--- config.mk ---
export PLATFORM = sky130hd
export DESIGN_NAME = ddsm_input_skew_flat
export DESIGN_NICKNAME = d
export VERILOG_FILES = /design/src/rtl/ddsm_input_skew_if.sv /design/src/rtl/ddsm_input_skew.sv /design/src/flat_wrapper.sv
export SDC_FILE = /design/constraint.sdc
export NUM_CORES = 1
export LEC_CHECK = 0
export CORE_MARGIN = 2
export CORE_UTILIZATION = 47
export CTS_CLUSTER_DIAMETER = 30
export DETAILED_ROUTE_END_ITERATION = 10
export GPL_TIMING_DRIVEN = 0
export PLACE_DENSITY = 0.83
export RECOVER_POWER = 100
export SYNTH_ARGS = -nofsm -noshare
export SYNTH_HDL_FRONTEND = slang
export SYNTH_SLANG_ARGS = --single-unit
--- constraint.sdc ---
create_clock -name i_clk -period 2 [get_ports i_clk]
set_input_delay 0.4 -clock i_clk [delete_from_list [all_inputs] [get_ports i_clk]]
set_output_delay 0.4 -clock i_clk [all_outputs]
set_load 0.01 [all_outputs]
--- src/rtl/ddsm_input_skew_if.sv ---
// Interface bundling the control, data and status signals of ddsm_input_skew.
// Parameters:
//   P_SEG_W    bits per segment
//   P_SEG_NUM  number of segments
// Signals:
//   i_en       pipeline advance enable (0 = freeze)
//   i_flush    synchronous clear of all stages
//   i_vld      i_data carries a valid sample
//   i_data     input word, segment k = i_data[k*P_SEG_W +: P_SEG_W]
//   o_data     skewed output word
//   o_seg_vld  valid tag per output segment
//   o_primed   sticky flag, first valid sample reached the top segment
// Modports: master drives the inputs, slave is the skew stage itself.
interface ddsm_input_skew_if #(
  parameter int unsigned P_SEG_W   = 8,
  parameter int unsigned P_SEG_NUM = 3
);

  logic                         i_en;
  logic                         i_flush;
  logic                         i_vld;
  logic [P_SEG_NUM*P_SEG_W-1:0] i_data;
  logic [P_SEG_NUM*P_SEG_W-1:0] o_data;
  logic [P_SEG_NUM-1:0]         o_seg_vld;
  logic                         o_primed;

  modport master (
    output i_en,
    output i_flush,
    output i_vld,
    output i_data,
    input  o_data,
    input  o_seg_vld,
    input  o_primed
  );

  modport slave (
    input  i_en,
    input  i_flush,
    input  i_vld,
    input  i_data,
    output o_data,
    output o_seg_vld,
    output o_primed
  );

endinterface

--- src/rtl/ddsm_input_skew.sv ---
// Input skew stage for a segmented (pipelined) DDSM accumulator.
// The input word is split into P_SEG_NUM segments of P_SEG_W bits; segment k
// is delayed by P_BASE_DELAY+k enabled cycles so that each accumulator segment
// receives its operand together with the carry from the segment below.
// Each segment chain carries a valid tag alongside the data.
// Ports:
//   i_clk  clock, rising edge
//   i_rst  synchronous active-high reset
//   bus    ddsm_input_skew_if.slave (i_en, i_flush, i_vld, i_data in;
//          o_data, o_seg_vld, o_primed out)
// Edge priority: i_rst > i_flush > i_en. All outputs are registered.
module ddsm_input_skew #(
  parameter int unsigned P_SEG_W      = 8,
  parameter int unsigned P_SEG_NUM    = 3,
  parameter int unsigned P_BASE_DELAY = 1
) (
  input logic                i_clk,
  input logic                i_rst,
  ddsm_input_skew_if.slave   bus
);

  localparam int unsigned TagW = P_SEG_W + 1;

  // Asserted on any edge that clears the whole pipeline.
  logic clear;
  assign clear = i_rst | bus.i_flush;

  logic primed_q;
  logic primed_d;

  for (genvar k = 0; k < int'(P_SEG_NUM); k++) begin : g_seg
    localparam int D = int'(P_BASE_DELAY) + k;

    // Element 0 is the chain input stage, element D-1 drives the output.
    logic [TagW-1:0] chain_q [D];
    logic [TagW-1:0] chain_in;

    assign chain_in = {bus.i_vld, bus.i_data[k*P_SEG_W +: P_SEG_W]};

    always_ff @(posedge i_clk) begin
      if (clear) begin
        for (int i = 0; i < D; i++) begin
          chain_q[i] <= '0;
        end
      end else if (bus.i_en) begin
        chain_q[0] <= chain_in;
        for (int i = 1; i < D; i++) begin
          chain_q[i] <= chain_q[i-1];
        end
      end
    end

    assign bus.o_data[k*P_SEG_W +: P_SEG_W] = chain_q[D-1][P_SEG_W-1:0];
    assign bus.o_seg_vld[k]                 = chain_q[D-1][P_SEG_W];

    if (k == int'(P_SEG_NUM) - 1) begin : g_top
      // Tag about to land in the top output register on the next enabled edge.
      logic tail_vld;
      if (D == 1) begin : g_direct
        assign tail_vld = chain_in[P_SEG_W];
      end else begin : g_chain
        assign tail_vld = chain_q[D-2][P_SEG_W];
      end

      always_comb begin
        primed_d = primed_q;
        if (bus.i_en) begin
          primed_d = primed_q | tail_vld;
        end
      end
    end
  end

  always_ff @(posedge i_clk) begin
    if (clear) begin
      primed_q <= 1'b0;
    end else begin
      primed_q <= primed_d;
    end
  end

  assign bus.o_primed = primed_q;

endmodule

--- src/flat_wrapper.sv ---
// flat-port wrapper written by rule: the top's interface ports become plain ports
module ddsm_input_skew_flat 
#(
  parameter int unsigned P_SEG_W      = 8,
  parameter int unsigned P_SEG_NUM    = 3,
  parameter int unsigned P_BASE_DELAY = 1
)
  (i_clk, i_rst, bus_i_en, bus_i_flush, bus_i_vld, bus_i_data, bus_o_data, bus_o_seg_vld, bus_o_primed);
  ddsm_input_skew_if #(.P_SEG_W(P_SEG_W), .P_SEG_NUM(P_SEG_NUM)) bus_i ();
  input logic i_clk;
  input logic i_rst;
  input wire logic [$bits(bus_i.i_en)-1:0] bus_i_en;
  input wire logic [$bits(bus_i.i_flush)-1:0] bus_i_flush;
  input wire logic [$bits(bus_i.i_vld)-1:0] bus_i_vld;
  input wire logic [$bits(bus_i.i_data)-1:0] bus_i_data;
  output wire logic [$bits(bus_i.o_data)-1:0] bus_o_data;
  output wire logic [$bits(bus_i.o_seg_vld)-1:0] bus_o_seg_vld;
  output wire logic [$bits(bus_i.o_primed)-1:0] bus_o_primed;
  assign bus_i.i_en = bus_i_en;
  assign bus_i.i_flush = bus_i_flush;
  assign bus_i.i_vld = bus_i_vld;
  assign bus_i.i_data = bus_i_data;
  assign bus_o_data = bus_i.o_data;
  assign bus_o_seg_vld = bus_i.o_seg_vld;
  assign bus_o_primed = bus_i.o_primed;
  ddsm_input_skew #(.P_SEG_W(P_SEG_W), .P_SEG_NUM(P_SEG_NUM), .P_BASE_DELAY(P_BASE_DELAY)) u_core (.i_clk(i_clk), .i_rst(i_rst), .bus(bus_i));
endmodule
Word-level counts from Yosys, hierarchy flattened
Memories as Yosys holds them, arrays and structs flattened. Index checks and enable logic that the tools add are counted.

Mux-type cells: 12. Bitwise gates (word level): 7. Reduce and logical (&&, ||, !) cells: 1.

Operator list (count): 9-bit two-way mux (6); 9-bit OR reduction (1); 1-bit OR (7); 1-bit two-way mux (6).

Register bits: 1. Bits in writable memories: 54. Input bits: 29. Memories: 3.

Memories: u_core.g_seg[2].chain_q (depth 3, bits a word 9, rd ports 3, clocked after memory_dff 0, write ports 3, line ddsm_input_skew.sv:35) `logic [TagW-1:0] chain_q [D];`; u_core.g_seg[1].chain_q (depth 2, bits a word 9, rd ports 2, clocked after memory_dff 0, write ports 2, line ddsm_input_skew.sv:35); u_core.g_seg[0].chain_q (depth 1, bits a word 9, rd ports 1, clocked after memory_dff 0, write ports 1, line ddsm_input_skew.sv:35).

Longest topological paths before layout
Word-level depth: 5. Mapped depth: 3.

Worst setup path after synthesis
OpenSTA, ideal clock, no wires.

Path kind: input port to flip-flop. Start: input bus_i_en. End: memory u_core.g_seg[0].chain_q[0][0] (netlist name) (enable). Library setup time: 0.390 ns. Arrival: 1.252 ns. Required time: 1.610 ns. Slack: 0.358 ns. Cell stages on the path: 1. Cell sequence: or3_2.

Word-level cells in the longest chain between the ends: 5.

RTL lines: from (decl) (line flat_wrapper.sv:12) `input wire logic [$bits(bus_i.i_en)-1:0] bus_i_en;`; 1-bit two-way mux (*) (line ddsm_input_skew.sv:45) `end else if (bus.i_en) begin`; 1-bit two-way mux (*) (line ddsm_input_skew.sv:41) `if (clear) begin`; 1-bit two-way mux (not written as such) (*) (line ddsm_input_skew.sv:46) `chain_q[0] <= chain_in;`; 9-bit OR reduction (no source line); 1-bit two-way mux (no source line) (*); to (decl) (line ddsm_input_skew.sv:35).

Mark *: on every way between the ends. The rest lies on a longest branch, timed or not.

==> flow_summary.ini <==
[detailed_routing]
ant_nets = 0
routed_wirelength_um = 2990
drt_iter0_markers = 66
vias = 1106
top_layer = met4
wl_per_cell_um = 12.1
routed-wl-met2_um = 1480
vias_per_cell = 4.48
drtPass1Iterations = 4
met3_length_um = 216
drc_errors = 0
met1_length_um = 1240

[critical_path]
slowest_delay_ps = 590
path_cells = buf_4 -> dlygate4sd3_1
crit_buf_inv = 2
crit_path_start_kind = register
cp-end-kind = output port
crit_slowest_cell = dlygate4sd3_1
crit_family = buffers and inverters
path_class = reg2out
worstPathArrival_ps = 1410
critPathMaxFanout = 1
cp.required_ps = 1600

[placed_design]
place.gp.congestion = 0.749
place_ws_ps = -316
numPortBuffers = 56
dpl-instance-area_um2 = 2750
numPlacedInstances = 240
hpwl_um = 2090

[timing]
finalHoldViolCount = 0
post-route-min-period_ps = 1810
hold_slack_ps = 529
relSlewSlack_pct = 57.6
rsz0062_at_grt = no
fmaxAchievable_mhz = 552
skew_ps = 4.94
drv_slew = 0
setup_violations = 0
finalCritPeriodShare_pct = 90.6
worst_pin_slew_ps = 636
timing.final.ws_setup_ps = 189

[global_route]
gr-total-overflow = 0
grt_use_total_pct = 13.1
grt_pass1_vias = 1027
antenna_found_initial = 0
grt_max_degree = 52
grt_first_pass_wirelength_um = 4840

[synthesis]
synth_cells = 132
synth.distinct_cells = 11
yosysWarnings = 0
syn-num-nets = 161
postSynthAreaPerCell_um2 = 16.1
ys_seq_area_share_pct = 73.2
synth_seq_cells = 52
synth_area_um2 = 2120

[floorplanning]
start_util_pct = 48.7
die_h_um = 71.2
die_w_um = 71.2
core_um2 = 4350
num_io_pins = 57
die_area_um2 = 5070
std_cell_rows = 24

[pwr]
ir_worst_vdd_v = 0.000490
total_power_mw = 1.99
leakagePower_nw = 1.20
powerDensity_nw_per_um2 = 706

[hold_path]
hold_class = reg2reg

[clocking]
cts.sinks = 52
cts_buffers = 5
ctsHoldBuffers = 0
clockRootBuffer = clkbuf_8
cts_resized = 0
insertion_delay_ps = 300
post-cts-setup-buffer-count = 0
cts_tree = yes
clk_pin_slew_ps = 80
cts-htree-levels = 2
cts_max_path_buffers = 2

[cells_and_area]
final_common_cell = edfxtp_1
drive_gt1_share_pct = 31.3
fin_area_um2 = 2810
area_delta_synth_final_pct = 32.7
stdcell_count = 247
nets = 224
final_cell_mix = 51 x edfxtp_1, 35 x and2_2, 28 x clkdlybuf4s50_1, 28 x dlygate4sd3_1, 19 x buf_4
n_antenna_cell = 0

[run_status]
status = complete, no violations

[run]
maxCapViolations = 0
cells by family (layout without fill, tap and decap cells):
| kind of cell | Yosys count | after routing | synth area share, % |
|---|---|---|---|
| compound gates | 1 | 1 | 0.236 |
| simple gates | 55 | 55 | 18.7 |
| flops | 52 | 52 | 73.2 |
| buf+inv | 24 | 87 | 7.91 |
where the power goes:
| part | switching (mW) | internal (mW) |
|---|---|---|
| logic | 0.0639 | 0.118 |
| registers | 0.0127 | 1.25 |
| clock network | 0.311 | 0.232 |
| total | 0.387 | 1.60 |
metrics by stage:
stage	util (%)	TNS (ps)
after global placement	63.1	-13500
after CTS	64.8	0
after detailed placement	63.1	-16050
after floorplan	-	0
final	64.6	0
after global routing	64.6	0
routing by layer:
metal	up-vias	global-route usage, %
met4	0	5.66
met5	-	0
li1	552	-
met3	6	5.70
met2	46	21.0
met1	502	15.4
state kept, by name (all words and copies together) (netlist names):
register              flops
u_core.bus.o_primed       1
u_core.g_seg.chain_q     51
cells in the mapped netlist:
library cell  count  area share (%)
and2_1           15             4.4
edfxtp_1         51              72
clkbuf_2          5             1.2
a21oi_1           1            0.24
nor3b_4           1            0.89
dfxtp_1           1            0.94
and2_2           35              12
buf_4            19             6.7
nor3_1            2            0.47
nand2_1           1            0.18
or3_2             1            0.35
worst paths after layout:
path                                                      from                             end  slack, ps  cells past startpoint
worst max-delay path            u_core.g_seg[1].chain_q[0][12]                  bus_o_data[11]        190                      2
worst min register to register   u_core.g_seg[1].chain_q[0][7]  u_core.g_seg[1].chain_q[0][16]        530                      1
worst max register to register   u_core.g_seg[2].chain_q[0][6]  u_core.g_seg[2].chain_q[0][15]       1200                      1
worst min-delay path             u_core.g_seg[1].chain_q[0][7]  u_core.g_seg[1].chain_q[0][16]        530                      1
area by class of cell:
class,count,area (um2)
Buffer,24,161
Clock buffer,5,68.8
Clock inverter,2,7.51
Fill cell,327,1540
Multi-Input combinational cell,56,399
Sequential cell,52,1550
Tap cell,52,65.1
Timing Repair Buffer,56,561
Note: power is estimated with default switching activity, not from simulation.
